`config.mk`:
```
export PLATFORM = sky130hd
export DESIGN_NAME = i8035_ext_bus
export DESIGN_NICKNAME = d
export VERILOG_FILES = /design/src/rtl/i8035_bus_pkg.sv /design/src/rtl/i8035_ext_bus.sv
export SDC_FILE = /design/constraint.sdc
export NUM_CORES = 1
export LEC_CHECK = 0
export ABC_AREA = 1
export CORE_ASPECT_RATIO = 1.1
export CORE_MARGIN = 4
export CORE_UTILIZATION = 30
export DETAILED_ROUTE_END_ITERATION = 12
export PLACE_DENSITY = 0.49
export SLEW_MARGIN = 20
export SYNTH_ARGS = -nofsm -noshare
export SYNTH_HDL_FRONTEND = slang
export SYNTH_SLANG_ARGS = --single-unit
```
`constraint.sdc`:
```
create_clock -name I_CLK1 -period 2.2 [get_ports I_CLK1]
set_input_delay 0.44 -clock I_CLK1 [delete_from_list [all_inputs] [get_ports I_CLK1]]
set_output_delay 0.44 -clock I_CLK1 [all_outputs]
set_load 0.01 [all_outputs]
```
`src/rtl/i8035_bus_pkg.sv`:
```
// Shared widths, request kinds and FSM encodings for the 8035 external bus sequencer.
package i8035_bus_pkg;

  localparam int ADDR_W = 12;
  localparam int DATA_W = 8;
  localparam int KIND_W = 2;
  localparam int NIB_W  = 4;
  localparam int CNT_W  = 3;

  typedef logic [CNT_W-1:0] cnt_t;

  localparam cnt_t CNT_MAX = '1;

  typedef enum logic [KIND_W-1:0] {
    KIND_FETCH = 2'd0,
    KIND_RD    = 2'd1,
    KIND_WR    = 2'd2,
    KIND_RSVD  = 2'd3
  } kind_t;

  typedef enum logic [2:0] {
    ST_IDLE = 3'd0,
    ST_ALE  = 3'd1,
    ST_HOLD = 3'd2,
    ST_STRB = 3'd3,
    ST_RCV  = 3'd4
  } state_t;

  // The reserved kind code runs a program fetch.
  function automatic kind_t decode_kind(input logic [KIND_W-1:0] raw);
    case (raw)
      2'd1:    return KIND_RD;
      2'd2:    return KIND_WR;
      default: return KIND_FETCH;
    endcase
  endfunction

endpackage

```
`src/rtl/i8035_ext_bus.sv`:
```
// Bus-cycle sequencer turning 8035 fetch/MOVX requests into ALE/PSENn/RDn/WRn cycles.
// Optional macro I8035_EXT_BUS_WAIT_EN adds I_WAITn to stretch the last strobe clock.
import i8035_bus_pkg::*;

module i8035_ext_bus #(
  parameter int ALE_CYC    = 1,
  parameter int STROBE_CYC = 3
) (
  input  logic              I_CLK1,
  input  logic              I_RST,
  input  logic              I_REQ,
  input  logic [KIND_W-1:0] I_KIND,
  input  logic [ADDR_W-1:0] I_ADDR,
  input  logic [DATA_W-1:0] I_WDATA,
  output logic              O_ACK,
  output logic [DATA_W-1:0] O_RDATA,
  output logic [DATA_W-1:0] O_DB,
  output logic              O_DB_OE,
  input  logic [DATA_W-1:0] I_DB,
  output logic              O_ALE,
  output logic              O_PSENn,
  output logic              O_RDn,
  output logic              O_WRn,
`ifdef I8035_EXT_BUS_WAIT_EN
  input  logic              I_WAITn,
`endif
  output logic [NIB_W-1:0]  O_P2_A
);

  state_t              state, state_next;
  kind_t               kind_q, kind_next;
  logic [ADDR_W-1:0]   addr_q, addr_next;
  logic [DATA_W-1:0]   wdata_q, wdata_next;
  cnt_t                cnt, cnt_next;
  logic                accept, strb_last, strb_done, waitn;

  logic                ale_d, oe_d, psen_d, rd_d, wr_d, ack_d;
  logic [DATA_W-1:0]   db_d;
  logic [NIB_W-1:0]    p2_d;

`ifdef I8035_EXT_BUS_WAIT_EN
  assign waitn = I_WAITn;
`else
  assign waitn = 1'b1;
`endif

  assign accept    = (state == ST_IDLE) && I_REQ;
  assign strb_last = (cnt == cnt_t'(STROBE_CYC - 1));
  assign strb_done = (state == ST_STRB) && strb_last && waitn;

  // Next-state and request-field selection.
  always_comb begin
    // NOTE: every comb output gets a default first so no path leaves it unassigned (no latch).
    state_next = state;
    kind_next  = kind_q;
    addr_next  = addr_q;
    wdata_next = wdata_q;
    case (state)
      ST_IDLE: if (I_REQ) state_next = ST_ALE;
      ST_ALE:  if (cnt == cnt_t'(ALE_CYC - 1)) state_next = ST_HOLD;
      ST_HOLD: state_next = ST_STRB;
      ST_STRB: if (strb_last && waitn) state_next = ST_RCV;
      ST_RCV:  state_next = ST_IDLE;
      default: state_next = ST_IDLE;
    endcase
    if (accept) begin
      kind_next  = decode_kind(I_KIND);
      addr_next  = I_ADDR;
      wdata_next = I_WDATA;
    end
  end

  // Counter restarts on every state change and parks on the last strobe clock while waiting.
  always_comb begin
    cnt_next = cnt;
    if (state_next != state)
      cnt_next = '0;
    else if ((state == ST_STRB) && strb_last)
      cnt_next = cnt;
    else if (cnt != CNT_MAX)
      cnt_next = cnt + cnt_t'(1);
  end

  // Outputs are decoded from the next state so the registered pins line up with the state.
  always_comb begin
    ale_d  = 1'b0;
    oe_d   = 1'b0;
    psen_d = 1'b1;
    rd_d   = 1'b1;
    wr_d   = 1'b1;
    ack_d  = 1'b0;
    db_d   = O_DB;
    p2_d   = O_P2_A;
    case (state_next)
      ST_ALE: begin
        ale_d = 1'b1;
        oe_d  = 1'b1;
        db_d  = addr_next[DATA_W-1:0];
        if (kind_next == KIND_FETCH) p2_d = addr_next[ADDR_W-1:DATA_W];
      end
      ST_HOLD: begin
        oe_d = 1'b1;
        db_d = addr_next[DATA_W-1:0];
      end
      ST_STRB: begin
        case (kind_next)
          KIND_RD: rd_d = 1'b0;
          KIND_WR: begin
            wr_d = 1'b0;
            oe_d = 1'b1;
            db_d = wdata_next;
          end
          default: psen_d = 1'b0;
        endcase
      end
      ST_RCV:  ack_d = 1'b1;
      default: ;
    endcase
  end

  always_ff @(posedge I_CLK1) begin
    // NOTE: non-blocking assignments so every register samples pre-edge values.
    if (I_RST) begin
      state   <= ST_IDLE;
      cnt     <= '0;
      kind_q  <= KIND_FETCH;
      addr_q  <= '0;
      wdata_q <= '0;
      O_ACK   <= 1'b0;
      O_RDATA <= '0;
      O_DB    <= '0;
      O_DB_OE <= 1'b0;
      O_ALE   <= 1'b0;
      O_PSENn <= 1'b1;
      O_RDn   <= 1'b1;
      O_WRn   <= 1'b1;
      O_P2_A  <= '0;
    end else begin
      state   <= state_next;
      cnt     <= cnt_next;
      kind_q  <= kind_next;
      addr_q  <= addr_next;
      wdata_q <= wdata_next;
      O_ACK   <= ack_d;
      O_DB    <= db_d;
      O_DB_OE <= oe_d;
      O_ALE   <= ale_d;
      O_PSENn <= psen_d;
      O_RDn   <= rd_d;
      O_WRn   <= wr_d;
      O_P2_A  <= p2_d;
      if (strb_done && (kind_q != KIND_WR)) O_RDATA <= I_DB;
    end
  end

endmodule

```
# --- After elaboration in Yosys (flattened, before gate mapping) ---
# Index checks and enable logic that the tools add are counted.
totals:
  regBits: 54
  input_bits: 33
  out_inout_bits: 26
  word_cells: 64
classes:
  addsub: 1
  n_eq_ne: 16
  n_mux: 17
  bitwise_logic: 2
  reduce_logical: 14
op_table:
  columns: ["operator", "count"]
  rows:
  - ["$mux W8", 2]
  - ["$pmux W8 S2", 1]
  - ["$eq A3 B2 Y1 const B", 5]
  - ["$mux W12", 1]
  - ["$pmux W3 S4", 1]
  - ["$mux W3", 3]
  - ["$reduce_or A2 Y1", 4]
  - ["$eq A3 B1 Y1 const B", 2]
  - ["$logic_not A3 Y1", 2]
  - ["$mux W1", 6]
  - ["$reduce_and A2 Y1", 3]
  - ["$eq A2 B1 Y1 const B", 2]
  - ["$eq A2 B2 Y1 const B", 2]
  - ["$ne A2 B2 Y1 const B", 2]
  - ["$pmux W2 S2", 1]
  - ["$add A3 B1 Y3 const B", 1]
  - ["$eq A3 B3 Y1 const B", 1]
  - ["$logic_and A1 B1 Y1", 3]
  - ["$ne A3 B3 Y1", 1]
  - ["$ne A3 B3 Y1 const B", 1]
  - ["$logic_not A2 Y1", 1]
  - ["$mux W2", 1]
  - ["$not A1 Y1", 2]
  - ["$pmux W1 S2", 1]
  - ["$reduce_bool A2 Y1", 1]

# --- Logic depth before layout (Yosys ltp) ---
depth:
  word_depth: 7
  mapped_depth: 14
  ltp_nobuf: 13

# --- Worst setup path after synthesis ---
# No wires, ideal clock.
synth_timing:
  path_type: "input to register"
  from: "input port I_REQ"
  to: "register O_DB[0]"
  setup_ns: 0.109
  t_arrival_ns: 1.750
  setup_slack_ns: 0.341
  stages: 11
  path_buffers: 1
  path_cell_list: "inv_1 nor2_4 nand2_4 buf_4 o21ai_1 ha_1 nand3_2 nand2_2 nand3_1 nand2_1 inv_1"
synth_between:
  elab_chain_len: 6
  word_cells_on_any_way: 16
  classes_between: "5 x eq/ne; 7 x mux; 4 x reduce/logical"
synth_lines:
  columns: ["item", "line_no", "rtl"]
  rows:
  - ["start, declared", "i8035_ext_bus.sv:11", "input logic I_REQ,"]
  - ["$mux W3", "i8035_ext_bus.sv:59", "ST_IDLE: if (I_REQ) state_next = ST_ALE;"]
  - ["$pmux W3 S4", "i8035_ext_bus.sv:58", "case (state)"]
  - ["$eq A3 B1 Y1 / $eq A3 B2 Y1 (equally long branches)", "i8035_ext_bus.sv:94", "case (state_next)"]
  - ["$reduce_or A2 Y1 (no source line)", null, null]
  - ["$reduce_bool A2 Y1 (no source line)", null, null]
  - ["$reduce_and A2 Y1 (no source line)", null, null]
  - ["end signal, assigned", "i8035_ext_bus.sv:131", "O_DB <= '0;"]
  - ["end signal, assigned", "i8035_ext_bus.sv:145", "O_DB <= db_d;"]
  - ["end, declared", "i8035_ext_bus.sv:17", "output logic [DATA_W-1:0] O_DB,"]
# Parallel ways exist; a longest one is shown, timed or not. The select of a mux whose other input is x is not followed.
# A chain may end at the register's enable or synchronous reset.

# --- Worst setup path after layout ---
layout_timing:
  from: "input port I_REQ"
  to: "register O_DB[7]"
# The elaborated chain is that of the path after synthesis.

==> impl_metrics.py <==
metrics = {
    "critical_path": {
        "critPathArrivalTime_ns": 2.19,
        "critPathKind": "in -> reg",
        "slowest_delay_ns": 0.47,
        "required_ns": 2.42,
        "endpoint_kind": "flip-flop",
        "path_common_cell": "inv_1",
        "setup.worst_path.start_class": "primary input",
        "cpMaxStageDelayCell": "clkdlybuf4s50_1",
        "path_cells": "clkdlybuf4s50_1, inv_1, nor2_4, nand2_4, o21ai_1, ha_1, nand3_2, nand2_2, nand3_1, nand2_1, inv_1",
        "crit_fanout": 10,
    },
    "routing": {
        "antenna_left": 0,
        "post-route-drc-count": 0,
        "dr.pass1.iters": 4,
        "routed_wl_microns": 6380,
        "via_count": 2392,
        "drt_iter0_markers": 95,
        "wl_per_cell_microns": 11.4,
        "viasPerCell": 4.26,
    },
    "placement": {
        "place_ws_ns": -0.138,
        "port_buffers": 58,
        "place_inst": 553,
        "post_dp_cell_area_sq_mm": 0.00331,
        "dp_hpwl_microns": 4710,
        "place_congestion": 0.769,
    },
    "global_routing": {
        "met1_usage_pct": 19.2,
        "grt-ovfl-total": 0,
        "grt_max_degree": 37,
        "met2_usage_pct": 19.2,
        "grt_busiest_layer": "met1",
        "gr-usage-met3_pct": 3.02,
        "grt_pass1_wl_microns": 10500,
        "grt_pass1_vias": 2228,
        "antenna_found_initial": 0,
        "grt_usage_pct": 13.2,
    },
    "timing": {
        "hold_viol": 0,
        "fmax_mhz": 508,
        "slew_viol_final": 0,
        "rsz0062_at_grt": "false",
        "slew_headroom_pct": 66.6,
        "fin_skew_ns": 0.00899,
        "period_needed_ns": 1.97,
        "finalSetupViolations": 0,
        "worst_pin_slew_ns": 0.500,
        "fin_ws_ns": 0.230,
        "finalCritPeriodShare_pct": 89.6,
    },
    "floorplanning": {
        "boundaryPins": 59,
        "core_sq_mm": 0.00836,
        "rows": 35,
        "initial_core_util_pct": 30.7,
        "die_h_microns": 105,
        "die_area_sq_mm": 0.0101,
        "die_x_microns": 96.3,
    },
    "clock_tree": {
        "numCtsBuffers": 5,
        "cts_hold_buf": 0,
        "cts.path.max_buffers": 2,
        "cts_sinks": 54,
        "htreeDepth": 2,
        "tritoncts": "built",
        "clk_latency_ns": 0.31,
        "cts_root_buf": "clkbuf_8",
        "cts.repair.resized": 0,
        "path_clk_slew_ns": 0.10,
        "cts_setup_buffers": 0,
    },
    "yosys": {
        "synth_cells": 386,
        "yosysWarningCount": 0,
        "synth_area_sq_mm": 0.00257,
        "synth.avg_cell_area_sq_um": 6.66,
        "yosys_register_bits": 54,
        "synth_nets": 426,
        "synth.distinct_cells": 19,
        "seq_area_frac_synth_pct": 42.1,
    },
    "pwr": {
        "leakagePower_uw": 0.00170,
        "peakVddDrop_mv": 0.375,
        "power_uw": 3390,
        "power_density_mw_per_mm2": 992,
    },
    "cells_and_area": {
        "drive_gt1_share_pct": 6.89,
        "final_common_cell": "nand2_1",
        "syn_to_final_growth_pct": 33.1,
        "layout.cells.non_filler": 561,
        "fin_nets": 489,
        "antennaDiodeCount": 0,
        "design_area_sq_mm": 0.00342,
        "final_cell_mix": "nand2_1, inv_1, nand3_1",
    },
    "status": {
        "outcome": "completed",
    },
    "min_path": {
        "hold_class": "reg -> reg",
    },
    "job": {
        "drv_cap": 0,
    },
}
==> state kept, by name, indices dropped and copies added (netlist names) <==
name / cells
O_ACK: 1
O_ALE: 1
O_DB: 8
O_DB_OE: 1
O_P2_A: 4
O_PSENn: 1
O_RDATA: 8
O_RDn: 1
O_WRn: 1
addr_q: 12
cnt: 3
kind_q: 2
state: 3
wdata_q: 8
==> synth_stat cells <==
cell type / number / area [sq um]
nor2_4: 2 / 22.5
nor2_1: 42 / 158
nand2_4: 1 / 11.3
clkbuf_1: 2 / 7.51
ha_1: 7 / 87.6
nand2_2: 3 / 18.8
a21oi_1: 10 / 50.1
buf_4: 2 / 15.0
nand3_1: 64 / 320
inv_1: 86 / 323
dfxtp_1: 54 / 1080
buf_2: 7 / 35.0
nand3_2: 2 / 20.0
nand3b_1: 4 / 30.0
o21ai_2: 1 / 8.76
nor2_2: 3 / 18.8
o21ai_1: 2 / 10.0
buf_1: 2 / 7.51
nand2_1: 92 / 345
==> path summary, 6_finish.rpt <==
path	to	slack (ns)	from	depth (start not counted)
worst max-delay path	O_DB[7]$_SDFFE_PP0P_	0.23	I_REQ	11
worst min-delay path	O_RDATA[1]$_SDFFE_PP0P_	0.46	O_RDATA[1]$_SDFFE_PP0P_	2
worst max register to register	O_DB[7]$_SDFFE_PP0P_	0.41	state[0]$_SDFF_PP0_	10
worst min register to register	O_RDATA[1]$_SDFFE_PP0P_	0.46	O_RDATA[1]$_SDFFE_PP0P_	2
==> metal layers <==
| layer | up-vias | routed length (microns) |
|---|---|---|
| met4 | 0 | 71 |
| met5 | - | 0 |
| met3 | 4 | 297 |
| met1 | 1071 | 3290 |
| li1 | 1275 | - |
| met2 | 42 | 2730 |
==> worst max-delay path, delay by kind of cell <==
| kind | cells | cell delay (ns) |
|---|---|---|
| adders and majority gates | 1 | 0.22 |
| and+or+nand+nor | 6 | 0.77 |
| AOI/OAI and AO/OA | 1 | 0.17 |
| buffers and inverters | 3 | 0.56 |
==> through the flow <==
step	utilization, %	setup TNS (ns)	hold WS, ns
2_1_floorplan	-	0	0.486
3_3_place_gp	39.5	-0.359	0.450
3_5_place_dp	39.5	-1.01	0.453
4_1_cts	40.9	0	0.468
5_1_grt	40.9	0	0.503
6_report	40.9	0	0.464
==> layout make-up <==
cell class                      count  area (sq um)
Fill cell                         922          4940
Multi-Input combinational cell    233          1100
Sequential cell                    54          1080
Timing Repair Buffer               69           663
Inverter                           86           323
Tap cell                          111           139
Clock buffer                        5          68.8
Clock inverter                      3          45.0
==> power breakdown <==
group          internal, uW  switching (uW)  leakage (uW)
clock network           339             341     0.0000504
logic                   607             807       0.00120
registers              1190             112      0.000444
total                  2130            1260       0.00170
==> cell families after synthesis <==
family                     Yosys count  synth area share (%)
AOI/OAI and AO/OA                   13                  2.68
buffers and inverters               99                  15.1
and+or+nand+nor                    213                  36.8
adders and majority gates            7                  3.41
DFF                                 54                  42.1
No activity file was read; power rests on OpenSTA's default activity.
